**src/rtl/sram_bist_pkg.sv**
```systemverilog
// rtl/sram_bist_pkg.sv - March C- element tables, FSM encoding and run-length constant
package sram_bist_pkg;

    typedef enum logic [2:0] {
        ST_IDLE  = 3'd0,
        ST_WR    = 3'd1,
        ST_RD    = 3'd2,
        ST_RDWR  = 3'd3,
        ST_RDCHK = 3'd4,
        ST_DONE  = 3'd5
    } state_e;

    localparam logic [2:0] ELEM_M0 = 3'd0;
    localparam logic [2:0] ELEM_M1 = 3'd1;
    localparam logic [2:0] ELEM_M2 = 3'd2;
    localparam logic [2:0] ELEM_M3 = 3'd3;
    localparam logic [2:0] ELEM_M4 = 3'd4;
    localparam logic [2:0] ELEM_M5 = 3'd5;

    // Bit e of each table describes march element e: descending sweep,
    // read expects the complement background, write stores the complement.
    localparam logic [7:0] ELEM_DOWN_TBL   = 8'b0001_1000;
    localparam logic [7:0] ELEM_RD_INV_TBL = 8'b0001_0100;
    localparam logic [7:0] ELEM_WR_INV_TBL = 8'b0000_1010;

    localparam int unsigned CYCLES_PER_ADDR = 11;

    function automatic logic elem_down(input logic [2:0] e);
        return ELEM_DOWN_TBL[e];
    endfunction

    function automatic logic elem_rd_inv(input logic [2:0] e);
        return ELEM_RD_INV_TBL[e];
    endfunction

    function automatic logic elem_wr_inv(input logic [2:0] e);
        return ELEM_WR_INV_TBL[e];
    endfunction

    function automatic int unsigned run_cycles(input int unsigned depth);
        return CYCLES_PER_ADDR * depth;
    endfunction

endpackage

```
**src/rtl/sram_bist_addr_gen.sv**
```systemverilog
// rtl/sram_bist_addr_gen.sv - up/down address counter with load, step and terminal flag
module sram_bist_addr_gen #(
    parameter int ADDR_W = 5
) (
    input  logic              clk,
    input  logic              rst_n,
    input  logic              load_i,
    input  logic              load_down_i,
    input  logic              step_i,
    input  logic              down_i,
    output logic [ADDR_W-1:0] addr_o,
    output logic              last_o
);

    logic [ADDR_W-1:0] addr_q;
    logic [ADDR_W-1:0] addr_d;

    assign addr_o = addr_q;
    assign last_o = down_i ? (addr_q == '0) : (addr_q == '1);

    // Stepping is suppressed at the terminal so the counter never wraps inside an element.
    always_comb begin
        addr_d = addr_q;
        if (load_i) begin
            addr_d = load_down_i ? '1 : '0;
        end else if (step_i && !last_o) begin
            addr_d = down_i ? addr_q - 1'b1 : addr_q + 1'b1;
        end
    end

    always_ff @(posedge clk or negedge rst_n) begin
        if (!rst_n) begin
            addr_q <= '0;
        end else begin
            addr_q <= addr_d;
        end
    end

endmodule

```
**src/rtl/sram_bist_ctrl.sv**
```systemverilog
// rtl/sram_bist_ctrl.sv - March C- BIST initiator for a single-port synchronous RAM
module sram_bist_ctrl
    import sram_bist_pkg::*;
#(
    parameter int                ADDR_W = 5,
    parameter int                DATA_W = 8,
    parameter logic [DATA_W-1:0] BG0    = '0,
    parameter int                ERR_W  = 6
) (
    input  logic              clk,
    input  logic              rst_n,
    input  logic              start,
    output logic              ram_enable,
    output logic              ram_r_w,
    output logic [ADDR_W-1:0] ram_address,
    output logic [DATA_W-1:0] ram_datain,
    input  logic [DATA_W-1:0] ram_dataout,
    output logic              busy,
    output logic              done,
    output logic              pass,
    output logic [ERR_W-1:0]  err_count,
    output logic [ADDR_W-1:0] fail_addr,
    output logic [2:0]        fail_elem,
    output logic [DATA_W-1:0] fail_exp,
    output logic [DATA_W-1:0] fail_act
);

    state_e            state_q, state_d;
    logic [2:0]        elem_q, elem_d;
    logic              done_q, done_d;
    logic              pass_q, pass_d;
    logic [ERR_W-1:0]  err_q, err_d;
    logic [ADDR_W-1:0] fail_addr_q, fail_addr_d;
    logic [2:0]        fail_elem_q, fail_elem_d;
    logic [DATA_W-1:0] fail_exp_q, fail_exp_d;
    logic [DATA_W-1:0] fail_act_q, fail_act_d;
    logic [DATA_W-1:0] datain_q;

    logic              ag_load, ag_load_down, ag_step, ag_last;
    logic [ADDR_W-1:0] ag_addr;
    logic [DATA_W-1:0] exp_rd, wr_bg;
    logic              cmp_en, mismatch;

    sram_bist_addr_gen #(.ADDR_W(ADDR_W)) u_addr_gen (
        .clk        (clk),
        .rst_n      (rst_n),
        .load_i     (ag_load),
        .load_down_i(ag_load_down),
        .step_i     (ag_step),
        .down_i     (elem_down(elem_q)),
        .addr_o     (ag_addr),
        .last_o     (ag_last)
    );

    assign exp_rd   = elem_rd_inv(elem_q) ? ~BG0 : BG0;
    assign wr_bg    = elem_wr_inv(elem_q) ? ~BG0 : BG0;
    // Read data registered by the RAM on the RD edge is still held in RDWR/RDCHK.
    assign cmp_en   = (state_q == ST_RDWR) || (state_q == ST_RDCHK);
    assign mismatch = cmp_en && (ram_dataout != exp_rd);

    assign busy        = (state_q == ST_WR) || (state_q == ST_RD) ||
                         (state_q == ST_RDWR) || (state_q == ST_RDCHK);
    assign ram_address = ag_addr;
    assign done        = done_q;
    assign pass        = pass_q;
    assign err_count   = err_q;
    assign fail_addr   = fail_addr_q;
    assign fail_elem   = fail_elem_q;
    assign fail_exp    = fail_exp_q;
    assign fail_act    = fail_act_q;

    always_comb begin
        state_d      = state_q;
        elem_d       = elem_q;
        done_d       = done_q;
        pass_d       = pass_q;
        err_d        = err_q;
        fail_addr_d  = fail_addr_q;
        fail_elem_d  = fail_elem_q;
        fail_exp_d   = fail_exp_q;
        fail_act_d   = fail_act_q;
        ag_load      = 1'b0;
        ag_load_down = 1'b0;
        ag_step      = 1'b0;
        ram_enable   = 1'b0;
        ram_r_w      = 1'b0;
        ram_datain   = datain_q;

        // A zero count means no mismatch yet this run, so the diagnostics are still free.
        if (mismatch) begin
            err_d = (err_q == '1) ? err_q : err_q + 1'b1;
            if (err_q == '0) begin
                fail_addr_d = ag_addr;
                fail_elem_d = elem_q;
                fail_exp_d  = exp_rd;
                fail_act_d  = ram_dataout;
            end
        end

        case (state_q)
            ST_IDLE: begin
                if (start) begin
                    state_d     = ST_WR;
                    elem_d      = ELEM_M0;
                    ag_load     = 1'b1;
                    done_d      = 1'b0;
                    pass_d      = 1'b0;
                    err_d       = '0;
                    fail_addr_d = '0;
                    fail_elem_d = '0;
                    fail_exp_d  = '0;
                    fail_act_d  = '0;
                end
            end
            ST_WR: begin
                ram_enable = 1'b1;
                ram_r_w    = 1'b1;
                ram_datain = wr_bg;
                if (ag_last) begin
                    elem_d       = ELEM_M1;
                    ag_load      = 1'b1;
                    ag_load_down = elem_down(ELEM_M1);
                    state_d      = ST_RD;
                end else begin
                    ag_step = 1'b1;
                end
            end
            ST_RD: begin
                ram_enable = 1'b1;
                ram_datain = wr_bg;
                state_d    = (elem_q == ELEM_M5) ? ST_RDCHK : ST_RDWR;
            end
            ST_RDWR: begin
                ram_enable = 1'b1;
                ram_r_w    = 1'b1;
                ram_datain = wr_bg;
                state_d    = ST_RD;
                if (ag_last) begin
                    elem_d       = elem_q + 3'd1;
                    ag_load      = 1'b1;
                    ag_load_down = elem_down(elem_q + 3'd1);
                end else begin
                    ag_step = 1'b1;
                end
            end
            ST_RDCHK: begin
                if (ag_last) begin
                    state_d = ST_DONE;
                    done_d  = 1'b1;
                    pass_d  = (err_d == '0);
                end else begin
                    ag_step = 1'b1;
                    state_d = ST_RD;
                end
            end
            ST_DONE: begin
                state_d = ST_IDLE;
            end
            default: begin
                state_d = ST_IDLE;
            end
        endcase
    end

    always_ff @(posedge clk or negedge rst_n) begin
        if (!rst_n) begin
            state_q     <= ST_IDLE;
            elem_q      <= ELEM_M0;
            done_q      <= 1'b0;
            pass_q      <= 1'b0;
            err_q       <= '0;
            fail_addr_q <= '0;
            fail_elem_q <= '0;
            fail_exp_q  <= '0;
            fail_act_q  <= '0;
            datain_q    <= '0;
        end else begin
            state_q     <= state_d;
            elem_q      <= elem_d;
            done_q      <= done_d;
            pass_q      <= pass_d;
            err_q       <= err_d;
            fail_addr_q <= fail_addr_d;
            fail_elem_q <= fail_elem_d;
            fail_exp_q  <= fail_exp_d;
            fail_act_q  <= fail_act_d;
            datain_q    <= ram_datain;
        end
    end

endmodule

```
**config.mk**
```make
export PLATFORM = sky130hd
export DESIGN_NAME = sram_bist_ctrl
export DESIGN_NICKNAME = d
export VERILOG_FILES = /design/src/rtl/sram_bist_pkg.sv /design/src/rtl/sram_bist_addr_gen.sv /design/src/rtl/sram_bist_ctrl.sv
export SDC_FILE = /design/constraint.sdc
export NUM_CORES = 1
export LEC_CHECK = 0
export CORE_ASPECT_RATIO = 0.7
export CORE_MARGIN = 4
export CORE_UTILIZATION = 54
export DETAILED_ROUTE_END_ITERATION = 8
export GPL_TIMING_DRIVEN = 0
export PLACE_DENSITY = 0.85
export SLEW_MARGIN = 15
export SYNTH_ARGS = -nofsm -noshare
export SYNTH_HDL_FRONTEND = slang
export SYNTH_SLANG_ARGS = --single-unit
```
**constraint.sdc**
```tcl
create_clock -name clk -period 3.7 [get_ports clk]
set_input_delay 0.74 -clock clk [delete_from_list [all_inputs] [get_ports clk]]
set_output_delay 0.74 -clock clk [all_outputs]
set_load 0.005 [all_outputs]
```
==> flow_summary.json, run 1 <==
{
  "crit-reg2reg-capture": "fail_addr[2]",
  "grtUsageMet1_pct": 30.74,
  "cp.arrival_ns": 2.52,
  "grt_remaining_overflow": 0,
  "synth_nets": 289,
  "register_area_um2": 1276,
  "cts_setup_buffers": 0,
  "final_util_pct": 75.03,
  "routedWlPerCell_um": 15.70,
  "slew_viol_final": 0,
  "drt_iter0_markers": 101,
  "multiInputGateArea_um2": 1249,
  "cp-start-kind": "flip-flop",
  "rsz0062_at_grt": "false",
  "num_io_pins": 59,
  "synth-simple-area-share_pct": 18.27,
  "drive_above_1_share_pct": 10.15,
  "rows": 20,
  "routed_via_density": 5.608,
  "combPwrFrac_pct": 17.2,
  "status": "completed",
  "timing.hold.ws_ns": 0.3452,
  "hp-class": "in2async",
  "swShare_pct": 27.60,
  "critical_path.max_fanout": 10,
  "ys_warn_count": 0,
  "grt_pass1_wl_um": 10870,
  "final.period_utilization_pct": 88.10,
  "synth.avg_cell_area_um2": 9.814,
  "grt_max_degree": 35,
  "layout.cells.most_common_list": "clkdlybuf4s50_1, dfrtp_1, nand2_1, a21oi_1, nor2_1",
  "power.leakage_nw": 1.463,
  "dpl_cell_area_um2": 3308,
  "drt_first_pass_iters": 4,
  "criticalPathCategory": "reg2out",
  "synth-xor-area-share_pct": 1.665,
  "power_frac_clock_pct": 29.2,
  "r2r_start": "elem_q[0]",
  "muxShareOfSynthArea_pct": 2.759,
  "slew_headroom_pct": 55.10,
  "grt_pass1_vias": 2244,
  "hold_viol": 0,
  "tns_ns": 0,
  "clkLatencyLatePin_ns": 0.31,
  "nNetsFinal": 355,
  "clkTransAtPathRegs_ns": 0.10,
  "grt-busiest-layer": "met2",
  "use_met2_pct": 35.94,
  "synth-edff-count": 0,
  "initial_core_util_pct": 58.07,
  "track_usage_pct": 22.83,
  "critPathRequiredTime_ns": 2.96,
  "io_buffers": 58,
  "synth-compound-area-share_pct": 19.55,
  "final_cells": 401,
  "max_freq_ghz": 0.3068,
  "synthAdderAreaFrac_pct": 5.043,
  "ff2ff_path_depth": 9,
  "min_period_ns": 3.260,
  "finalPower_mw": 1.112,
  "drc_errors": 0,
  "fin_skew_ns": 0.007738,
  "p_int_mw": 0.8048,
  "postSynthCellCount": 268,
  "cap_violations": 0,
  "synth_cell_types": 52,
  "fp.coreArea_um2": 4529,
  "ys_seq_area_share_pct": 48.53,
  "pwr-share-seq_pct": 53.6,
  "cts_buffers": 5,
  "reg2reg_slack_ns": 1.04,
  "grt_use_met3_pct": 6.371,
  "fin_ws_ns": 0.4403,
  "ys.flop_type": "dfrtp_1",
  "antenna_left": 0,
  "die_x_um": 91.42,
  "cts_max_path_buffers": 2,
  "fillers": 335,
  "fin_area_um2": 3398,
  "cp-end-kind": "primary output",
  "setup_viol": 0,
  "htreeDepth": 2,
  "via_count": 2249,
  "async_flop_share_pct": 100.0,
  "switchingPower_mw": 0.3068,
  "place_ws_ns": 0.4730,
  "antenna_cells": 0,
  "syn-cell-area_um2": 2630,
  "die-area_um2": 6069,
  "totalWireLength_um": 6295,
  "synth_top_family_by_area": "compound AO/OA/AOI/OAI gates",
  "irDropWorstVdd_mv": 0.2945,
  "synthToLayoutAreaGrowth_pct": 29.21,
  "post-dp-hpwl_um": 4668,
  "powerDensity_nw_per_um2": 327.1,
  "final_common_cell": "clkdlybuf4s50_1",
  "cts_num_sinks": 51,
  "routabilityCongestion": 0.8822,
  "root_buffer": "clkbuf_8",
  "cts_tree": "done",
  "antenna_found_initial": 0,
  "die_y_um": 66.39,
  "ys_seq_elements": 51,
  "dp_cells": 393,
  "tightest_slew_ns": 0.6734
}
[power by group through the flow]
stage	combinational [mW]	sequential (mW)	clock [mW]
finish	0.192	0.596	0.324
global route	0.219	0.599	0.351
CTS	0.193	0.595	0.329
detailed placement	0.192	0.606	0
global placement	0.186	0.606	0
floorplan	0.0994	0.606	0
[critical path, cell delays in order (launching register included)]
cell,delay (ns)
dfrtp_1,0.49
or2_2,0.16
clkbuf_1,0.20
nand2_1,0.26
nor3_2,0.44
a21o_1,0.16
clkdlybuf4s50_1,0.50
[cell usage after synthesis (all sizes together) (2+ instances only)]
master | number | area [um2]
xnor2 | 3 | 26.28
and3 | 4 | 26.28
nor3 | 4 | 25.02
o22ai | 2 | 12.51
nand4 | 4 | 25.02
o21a | 10 | 75.07
nor4 | 3 | 18.77
or4 | 2 | 18.77
a21o | 11 | 83.83
a22oi | 2 | 15.01
nor3b | 2 | 15.01
a311oi | 2 | 35.04
nand2 | 48 | 192.7
clkbuf | 6 | 22.52
nor2 | 17 | 63.81
buf | 7 | 46.29
dfrtp | 51 | 1276
a31oi | 3 | 18.77
o22a | 6 | 53.80
and4 | 2 | 17.52
xor2 | 2 | 17.52
o21ai | 6 | 30.03
inv | 11 | 41.29
or2 | 2 | 12.51
a21oi | 25 | 125.1
ha | 9 | 112.6
nand3 | 6 | 30.03
mux2i | 6 | 72.57
[cell type report]
class                           instances  share of cell area, %
Multi-Input combinational cell        193                  36.75
Inverter                               11                  1.215
Sequential cell                        51                  37.56
Tap cell                               66                  2.430
Timing Repair Buffer                   59                  17.53
Clock inverter                          2                 0.3682
Clock buffer                            6                  2.135
Buffer                                 13                  2.025
[flip-flops by register name, summed over array words and instances (netlist names)]
name,cells
datain_q,8
done,1
elem_q,3
err_count,6
fail_act,8
fail_addr,5
fail_elem,3
fail_exp,8
pass,1
state_q,3
u_addr_gen.addr_o,5
[timing repair]
action / in CTS / in global routing
endpoints found under the setup margin: 0 / 8
resized for setup: 0 / 1
hold buffers: 0 / 0
[cells by family after synthesis]
family	count (synthesis)
AO/OA/AOI/OAI	74
XOR/XNOR	5
adder cells (fa/ha/maj)	10
buffers and inverters	24
flip-flops	51
multiplexers	6
AND/OR/NAND/NOR	98
[per-layer routing]
layer  vias to the layer above  wire, um
met5                         -         0
li1                       1070         -
met1                      1103      2926
met2                        67      2810
met4                         0        83
met3                         9       475
[how the worst max path moves through the flow]
| stage | endpoint | from | slack, ns | cells past startpoint |
|---|---|---|---|---|
| 2_1_floorplan | fail_exp[0] | ram_dataout[4] | 1.36 | 6 |
| 5_1_grt | ram_datain[7] | state_q[0] | 0.20 | 6 |
| 6_report | ram_datain[3] | state_q[0] | 0.44 | 6 |
| 4_1_cts | ram_datain[0] | state_q[0] | 0.12 | 6 |
| 3_3_place_gp | err_count[1] | rst_n | 0.39 | 1 |
| 3_5_place_dp | ram_datain[0] | state_q[0] | 0.47 | 6 |
Power figures use the tool's default switching activity.
==> run 2, diff against run 1 <==
--- a/config.mk
+++ b/config.mk
@@ -7,11 +7,12 @@
 export LEC_CHECK = 0
 export CORE_ASPECT_RATIO = 0.7
 export CORE_MARGIN = 4
-export CORE_UTILIZATION = 54
+export CORE_UTILIZATION = 55
 export DETAILED_ROUTE_END_ITERATION = 8
 export GPL_TIMING_DRIVEN = 0
-export PLACE_DENSITY = 0.85
+export PLACE_DENSITY = 0.86
 export SLEW_MARGIN = 15
 export SYNTH_ARGS = -nofsm -noshare
 export SYNTH_HDL_FRONTEND = slang
+export SYNTH_HIERARCHICAL = 1
 export SYNTH_SLANG_ARGS = --single-unit
==> run 2 against run 1 <==
Effect of this change: largest power group unchanged; critical path type is now reg2reg; cell area rose by 2.8%; routed wire length is 0.44% higher; critical endpoint is now pass; clock power is essentially flat.
==> flow_summary.json, run 2 <==
{
  "hp-start": "datain_q[2]",
  "slew_viol_final": 0,
  "final.period_utilization_pct": 92.58,
  "routabilityCongestion": 0.8354,
  "tns_ns": 0,
  "hold-path-cell-count": 1,
  "slowest_stage": "or4_1",
  "die-area_um2": 6130,
  "fin_skew_ns": 0.007541,
  "routed_via_density": 5.610,
  "cts_tree": "done",
  "criticalPathCategory": "reg2reg",
  "drt_iter0_markers": 137,
  "min_period_ns": 3.425,
  "synth_top_area_cell": "dfrtp_1",
  "die_y_um": 66.72,
  "cts_setup_buffers": 0,
  "ff2ff_path_depth": 10,
  "ys.flop_type": "dfrtp_1",
  "clkTransAtPathRegs_ns": 0.10,
  "synthTopCellsByCount": "dfrtp_1, nor2_1, mux2i_1",
  "syn-cell-area_um2": 2709,
  "num_io_pins": 59,
  "nNetsFinal": 344,
  "place_ws_ns": 0.3537,
  "netlist.area_leader.share_pct": 47.11,
  "antenna_cells": 0,
  "cts_max_path_buffers": 2,
  "track_usage_pct": 22.47,
  "synth_cell_types": 50,
  "critical_path.max_fanout": 11,
  "fp.coreArea_um2": 4782,
  "routedWlPerCell_um": 16.13,
  "synth-edff-count": 0,
  "io_buffers": 58,
  "antenna_left": 0,
  "hold_buffers": 0,
  "drt_first_pass_iters": 4,
  "fin_ws_ns": 0.2746,
  "grt_pass1_vias": 2315,
  "hold_viol": 0,
  "ys_top_cells_by_area": "dfrtp_1, mux2i_1, ha_1",
  "post-dp-hpwl_um": 4611,
  "grt_max_degree": 32,
  "cp_num_cells": 10,
  "cp_top_family": "simple AND/OR/NAND/NOR gates",
  "via_count": 2199,
  "setup_viol": 0,
  "cp-start-kind": "flip-flop",
  "async_flop_share_pct": 100.0,
  "rsz0062_at_grt": "false",
  "synth_nets": 278,
  "irDropWorstVdd_mv": 0.4227,
  "synth.most_common_cell": "dfrtp_1",
  "grt_pass1_wl_um": 10970,
  "status": "completed",
  "max_freq_ghz": 0.2919,
  "critPathBufInv": 2,
  "register_area_um2": 1276,
  "slew_headroom_pct": 49.21,
  "synth.avg_cell_area_um2": 10.58,
  "critPathMaxStageDelay_ns": 0.52,
  "ys_seq_elements": 51,
  "cp.arrival_ns": 3.64,
  "cp-end-kind": "flip-flop",
  "cts_num_sinks": 51,
  "startpoint": "elem_q[0]",
  "timing.hold.ws_ns": 0.4819,
  "postSynthCellCount": 256,
  "fillers": 374,
  "cp_cell_sequence": "inv_1 > ha_1 > mux2_2 > or3b_1 > o22ai_1 > clkbuf_1 > nand3_1 > or4_1 > o221a_1 > a211oi_1",
  "antenna_found_initial": 0,
  "hp-class": "reg2reg",
  "drive_above_1_share_pct": 7.430,
  "root_buffer": "clkbuf_8",
  "ys_seq_area_share_pct": 47.11,
  "die_x_um": 91.88,
  "rows": 21,
  "synthToLayoutAreaGrowth_pct": 28.96,
  "totalWireLength_um": 6323,
  "grt_remaining_overflow": 0,
  "htreeDepth": 2,
  "initial_core_util_pct": 56.65,
  "drc_errors": 0,
  "r2r_start": "elem_q[0]",
  "layout.cells.most_common_list": "clkdlybuf4s50_1, dfrtp_1, nor2_1, mux2i_1, a21oi_1",
  "multiInputGateArea_um2": 1329,
  "cts_buffers": 5,
  "ys_warn_count": 6,
  "critPathRequiredTime_ns": 3.91,
  "tightest_slew_ns": 0.7560,
  "cts_resized": 0,
  "clkLatencyLatePin_ns": 0.31,
  "final_common_cell": "clkdlybuf4s50_1",
  "power.leakage_nw": 1.479,
  "powerDensity_nw_per_um2": 455.5,
  "cap_violations": 0
}
==> run 2: cell count changes after synthesis, sizes merged, moves of 5 or more <==
cell | previous run | this run
a21oi | 25 | 18
o22a | 6 | 0
nor2 | 17 | 26
nand2b | 0 | 5
mux2i | 6 | 20
nand2 | 48 | 8
==> run 2: metal layers <==
| layer | wire length (um) | global-route usage (%) | up-vias | part of all wire (%) |
|---|---|---|---|---|
| met3 | 531 | 7.562 | 5 | 8.4 |
| met2 | 2825 | 34.73 | 79 | 45 |
| li1 | - | - | 1056 | - |
| met5 | 0 | 0 | - | 0 |
| met1 | 2918 | 30.58 | 1059 | 46 |
| met4 | 48 | 5.741 | 0 | 0.76 |
==> run 2: power by group <==
group	internal (mW)	switching, mW	total [mW]
clock	0.136	0.191	0.327
combinational	0.317	0.212	0.529
sequential	0.664	0.0718	0.735
==> run 2: per-stage QoR <==
step | power (mW) | utilization (%) | area [um2] | std cells
global route | 1.703 | 73.05 | 3493 | 392
detailed placement | 1.277 | 71.06 | 3398 | 384
finish | 1.591 | 73.05 | 3493 | 392
floorplan | 0.9801 | - | 2709 | 256
CTS | 1.606 | 72.95 | 3488 | 392
global placement | 1.255 | 70.59 | 3376 | 383
==> run 2: area by class of cell <==
type	instances	area share (%)
inverter	9	0.9670
buffer	12	2.149
multi-input combinational	184	38.04
timing repair buffer	59	17.26
sequential	51	36.53
clock buffer	6	2.077
tap	69	2.471
clock inverter	2	0.5014
==> run 2: worst paths after layout <==
kind | to | slack [ns]
worst max-delay path | pass | 0.27
worst min-delay path | datain_q[2] | 0.48
worst max register to register | pass | 0.27
worst min register to register | datain_q[2] | 0.48
max in group asynchronous | u_addr_gen/addr_o[1] | 2.66
min in group asynchronous | err_count[3] | 0.49
==> run 2: cells by family (layout without fill, tap and decap cells) <==
kind of cell             count (synthesis)  after routing  share of synthesized area [%]
adder cells (fa/ha/maj)                 11             11                          5.358
AND/OR/NAND/NOR                         84             84                          17.60
AO/OA/AOI/OAI                           60             60                          15.43
buffers and inverters                   21             88                          4.018
XOR/XNOR                                 7              7                          2.263
flip-flops                              51             51                          47.11
multiplexers                            22             22                          8.222
